<file path="src/rtl/reg_bank_pkg.sv">
// rtl/reg_bank_pkg.sv - shared types and default sizes for the multi-port register bank
package reg_bank_pkg;

  typedef enum logic {
    CLR_IDLE,
    CLR_RUN
  } clr_state_t;

  localparam int REG_BANK_DATA_W = 32;
  localparam int REG_BANK_DEPTH  = 32;
  localparam int REG_BANK_NUM_RD = 2;

endpackage

</file>
<file path="src/rtl/reg_bank_clr_seq.sv">
// rtl/reg_bank_clr_seq.sv - sequenced clear engine: walks the array one entry per cycle
module reg_bank_clr_seq
  import reg_bank_pkg::*;
#(
  parameter int DEPTH  = REG_BANK_DEPTH,
  parameter int ADDR_W = $clog2(DEPTH)
) (
  input  logic              clk,
  input  logic              rst_n,
  input  logic              clr_req,
  output logic              clr_busy,
  output logic              clr_done,
  output logic              clr_we,
  output logic [ADDR_W-1:0] clr_addr
);

  localparam logic [ADDR_W-1:0] LAST_ADDR = ADDR_W'(DEPTH - 1);

  clr_state_t        state_q;
  logic [ADDR_W-1:0] cnt_q;
  logic              busy_q;
  logic              done_q;

  // The counter parks on the last entry when the sweep ends; it is reloaded on the next request.
  always_ff @(posedge clk or negedge rst_n) begin
    if (!rst_n) begin
      state_q <= CLR_IDLE;
      cnt_q   <= '0;
      busy_q  <= 1'b0;
      done_q  <= 1'b0;
    end else begin
      done_q <= 1'b0;
      case (state_q)
        CLR_IDLE: begin
          if (clr_req) begin
            state_q <= CLR_RUN;
            cnt_q   <= '0;
            busy_q  <= 1'b1;
          end
        end
        CLR_RUN: begin
          if (cnt_q == LAST_ADDR) begin
            state_q <= CLR_IDLE;
            busy_q  <= 1'b0;
            done_q  <= 1'b1;
          end else begin
            cnt_q <= cnt_q + ADDR_W'(1);
          end
        end
        default: begin
          state_q <= CLR_IDLE;
          busy_q  <= 1'b0;
        end
      endcase
    end
  end

  assign clr_busy = busy_q;
  assign clr_done = done_q;
  assign clr_we   = (state_q == CLR_RUN);
  assign clr_addr = cnt_q;

endmodule

</file>
<file path="src/rtl/reg_bank_mp.sv">
// rtl/reg_bank_mp.sv - parametrised multi-port register bank with sequenced clear
// Same-cycle write-to-read forwarding is enabled by defining REG_BANK_BYPASS_EN.
module reg_bank_mp
  import reg_bank_pkg::*;
#(
  parameter int DATA_W   = REG_BANK_DATA_W,
  parameter int DEPTH    = REG_BANK_DEPTH,
  parameter int NUM_RD   = REG_BANK_NUM_RD,
  parameter bit ZERO_REG = 1'b1,
  parameter int ADDR_W   = $clog2(DEPTH)
) (
  input  logic                     clk,
  input  logic                     rst_n,
  input  logic [NUM_RD*ADDR_W-1:0] rd_addr,
  output logic [NUM_RD*DATA_W-1:0] rd_data,
  input  logic                     wr_en,
  input  logic [ADDR_W-1:0]        wr_addr,
  input  logic [DATA_W-1:0]        wr_data,
  input  logic                     clr_req,
  output logic                     clr_busy,
  output logic                     clr_done
);

  logic [DATA_W-1:0] mem_q [DEPTH];
  logic              clr_we;
  logic [ADDR_W-1:0] clr_addr;
  logic              wr_go;

  // An address is usable if it exists in the array and is not the hardwired zero entry.
  function automatic logic addr_ok(input logic [ADDR_W-1:0] a);
    return (32'(a) < DEPTH) && !(ZERO_REG && (a == '0));
  endfunction

  reg_bank_clr_seq #(
    .DEPTH  (DEPTH),
    .ADDR_W (ADDR_W)
  ) u_clr_seq (
    .clk      (clk),
    .rst_n    (rst_n),
    .clr_req  (clr_req),
    .clr_busy (clr_busy),
    .clr_done (clr_done),
    .clr_we   (clr_we),
    .clr_addr (clr_addr)
  );

  // Writes are only honoured while the clear engine is idle; a write during a sweep is dropped.
  assign wr_go = wr_en && !clr_we && addr_ok(wr_addr);

  always_ff @(posedge clk or negedge rst_n) begin
    if (!rst_n) begin
      for (int i = 0; i < DEPTH; i++) begin
        mem_q[i] <= '0;
      end
    end else if (clr_we) begin
      mem_q[clr_addr] <= '0;
    end else if (wr_go) begin
      mem_q[wr_addr] <= wr_data;
    end
  end

  for (genvar k = 0; k < NUM_RD; k++) begin : g_rd
    logic [ADDR_W-1:0] addr;
    logic [DATA_W-1:0] data;

    assign addr = rd_addr[k*ADDR_W +: ADDR_W];

    always_comb begin
      data = '0;
      if (addr_ok(addr)) begin
        data = mem_q[addr];
`ifdef REG_BANK_BYPASS_EN
        if (wr_go && (wr_addr == addr)) begin
          data = wr_data;
        end
`endif
      end
    end

    assign rd_data[k*DATA_W +: DATA_W] = data;
  end

endmodule
</file>
<file path="config.mk">
export PLATFORM = sky130hd
export DESIGN_NAME = reg_bank_mp
export DESIGN_NICKNAME = d
export VERILOG_FILES = /design/src/rtl/reg_bank_pkg.sv /design/src/rtl/reg_bank_clr_seq.sv /design/src/rtl/reg_bank_mp.sv
export SDC_FILE = /design/constraint.sdc
export NUM_CORES = 2
export LEC_CHECK = 0
export CORE_MARGIN = 8
export CORE_UTILIZATION = 40
export CTS_CLUSTER_DIAMETER = 150
export DETAILED_ROUTE_END_ITERATION = 10
export PLACE_DENSITY_LB_ADDON = 0.3
export SKIP_LAST_GASP = 1
export SLEW_MARGIN = 20
export SYNTH_ARGS = -nofsm -noshare
export SYNTH_HDL_FRONTEND = slang
export SYNTH_SLANG_ARGS = --single-unit
</file>
<file path="constraint.sdc">
create_clock -name clk -period 2.38 [get_ports clk]
set_input_delay 0.476 -clock clk [delete_from_list [all_inputs] [get_ports clk]]
set_output_delay 0.476 -clock clk [all_outputs]
set_load 0.03 [all_outputs]
</file>
==> impl_metrics.ini <==
[die]
die-area_sq_mm = 0.145
io_pins = 117
coreArea_sq_mm = 0.132
rows = 133
initial_core_util_pct = 40.4
die_x_microns = 380
die_h_microns = 380

[synth]
yosys_warnings = 0
synth-edff-count = 0
synth-seq-cells = 1032
synth_flop_cell = dfrtp_1
syn_avg_cell_area_sq_um = 14.0
synthesis.nets = 3862
synthCells = 3806
synthArstFlopShare_pct = 100
synth_area_sq_mm = 0.0531
synth.yosys.seq_area_share_pct = 48.6
synth_cell_types = 45

[sta]
clock.fmax_mhz = 340
hold_violations = 0
period_minus_slack_ns = 2.94
slew_headroom_pct = 48.4
tightest_slew_ns = 0.772
min_period_over_period_pct = 124
finalSetupViolCount = 64
slew_violations = 0
skew_ns = 0.0318
hold_ws_ns = 0.274
rsz0062_at_grt = true
setup_slack_ns = -0.560

[setup_path]
crit_type = reg -> out
crit_path_start_kind = flop
path_max_fanout = 3
required_ns = 1.90
endpoint_kind = output port
crit_family = multiplexers
path_cells = mux4_2 -> a22oi_2 -> buf_4 -> a311oi_4 -> buf_12
max_stage_delay_ns = 0.48
worst_ep_arrival_time_ns = 2.46
critPathBufInv = 2
slowest_stage = mux4_2

[grt]
first_global_vias = 43183
grt_pass1_wl_microns = 313000
grt_usage_pct = 28.8
grt_remaining_overflow = 0
antenna_found_initial = 5
grt_start_max_net_pins = 85

[power]
swShare_pct = 30.6
power_density_mw_per_mm2 = 723
p_sw_mw = 15.7
p_int_mw = 35.5
irDropWorstVdd_mv = 0.591
pwr-share-seq_pct = 40.1
pwr-share-clk_pct = 36.0
p_leak_nw = 30.9
p_comb_share_pct = 23.8

[cts]
cts-htree-levels = 3
cts_buffers = 114
cts_tree = built
cts_buffer_depth = 3
clkSinkCount = 1032
root_buffer = clkbuf_16
clkTransAtPathRegs_ns = 0.06
clock_latency_ns = 0.74

[routing]
wl_microns = 216000
drt_iter0_markers = 5193
firstDrtPassIters = 7
wl_per_cell_microns = 34.8
post-route-drc-count = 0
drt.antenna.violating_nets = 0
routed_via_density = 6.94
dr_total_vias = 42938

[status]
failed_checks = negative setup slack
outcome = finished with violations

[cells_and_area]
syn_to_final_growth_pct = 33.2
drive_gt1_share_pct = 44.0
final_util_pct = 53.8
fillers = 10506
fin_nets = 4393

[placed_design]
finalWeightedCongestion = 0.918
dp_hpwl_microns = 145000
io_buffers = 116

[job]
cap_violations = 0

[min_path]
hold_class = in -> async
## cells in the final DEF, fill, tap and decap left out, types with 34 or more instances in the layout
cell and count:
a311oi_4 64, o21ai_4 43, o21ai_2 39, buf_4 593, and2_1 37, dfrtp_1 1032, clkdlybuf4s50_1 41, a211oi_2 56
nor2b_1 44, clkbuf_16 117, mux4_2 448, a22oi_1 36, mux2_4 34, a22o_1 992, buf_12 250, mux2i_1 127
nand2_1 41
## per-layer routing
metal / global-route usage, % / vias to the layer above / routed length [microns]
met4: 12.4 / 2 / 10600
met5: 0 / - / 12
met1: 39.4 / 22606 / 83600
li1: - / 16634 / -
met3: 8.37 / 639 / 26000
met2: 42.9 / 3057 / 95500
## synthesized netlist by cell type (8+ instances only)
| library cell | count | area share [%] |
|---|---|---|
| a22o_1 | 992 | 16 |
| and2_1 | 37 | 0.44 |
| nor2_1 | 30 | 0.21 |
| mux2i_1 | 128 | 2.4 |
| o2111ai_1 | 18 | 0.30 |
| nand2_1 | 42 | 0.30 |
| dfrtp_1 | 1032 | 49 |
| a21oi_1 | 16 | 0.15 |
| mux4_2 | 448 | 19 |
| nor2b_1 | 71 | 0.84 |
| mux2_2 | 66 | 1.4 |
| clkbuf_1 | 329 | 2.3 |
| a221oi_1 | 46 | 0.76 |
| a311oi_1 | 64 | 1.1 |
| a22oi_1 | 64 | 0.90 |
| buf_2 | 156 | 1.5 |
| buf_4 | 8 | 0.11 |
| a211oi_1 | 64 | 0.90 |
| o21ai_0 | 112 | 1.1 |
## state kept, by name, indices dropped and copies added (netlist names)
register            count
mem_q                1024
u_clr_seq.clr_addr      5
u_clr_seq.clr_busy      1
u_clr_seq.clr_done      1
u_clr_seq.clr_we        1
## timing repair
action	CTS	global route
gates resized for setup	203	58
buffers inserted	49	52
cloned	2	2
hold buffers	1	0
endpoints found under the hold margin	21	0
endpoints found under the setup margin	64	64
pin swaps	127	59
## area by class of cell
type	instances	area [sq um]	share of cell area, %
tap	1755	2200	3.10
sequential	1032	25800	36.5
clock inverter	37	462	0.652
inverter	5	23.8	0.0336
antenna	3	7.51	0.0106
clock buffer	175	3420	4.84
timing repair buffer	916	10300	14.6
multi-input combinational	2268	28500	40.3
## worst register-to-register path: stages (launching register included)
cell and delay [ns]:
dfrtp_1 0.44, inv_1 0.11, ha_1 0.23, and3_1 0.35, a21oi_4 0.34, buf_4 0.34, a22o_1 0.18
## logic make-up after synthesis
logic type / count (synthesis) / share of synthesized area, %
simple gates: 221 / 2.55
mux: 642 / 22.8
flops: 1032 / 48.6
xor+xnor: 3 / 0.0495
fa+ha+maj: 5 / 0.118
compound gates: 1395 / 21.8
buf+inv: 508 / 4.10
## power by group through the flow
stage / Sequential (mW) / Combinational [mW] / Clock [mW]
finish: 20.6 / 12.2 / 18.4
global route: 20.7 / 12.6 / 19.3
CTS: 20.5 / 11.8 / 18.6
detailed placement: 20.8 / 11.4 / 0
global placement: 20.7 / 11.3 / 0
floorplan: 20.3 / 6.11 / 0
## per-stage QoR
step	area (sq um)	power, mW	setup TNS (ns)	setup WS (ns)	instances
global route	70800	52.7	-33.26	-0.638	6188
finish	70800	51.2	-29.98	-0.560	6191
floorplan	55100	26.5	-1.22	-0.0226	3806
CTS	70000	50.9	-32.22	-0.575	6135
global placement	64800	32.0	-100.20	-0.732	5880
detailed placement	64800	32.2	-118.25	-0.729	5880
## worst paths after layout
check                      slack [ns]          end  cells past startpoint                  start
max in group asynchronous        1.12   mem_q[165]                      3                  rst_n
hold reg to reg                  0.50  mem_q[1004]                      1            mem_q[1004]
setup reg to reg                 0.30   mem_q[825]                      6  u_clr_seq.clr_addr[0]
hold / removal                   0.27   mem_q[827]                      2                  rst_n
setup / recovery                -0.56   rd_data[0]                      5              mem_q[32]
min in group clk                 0.50  mem_q[1004]                      1            mem_q[1004]
(Power assumes the default switching activity.)
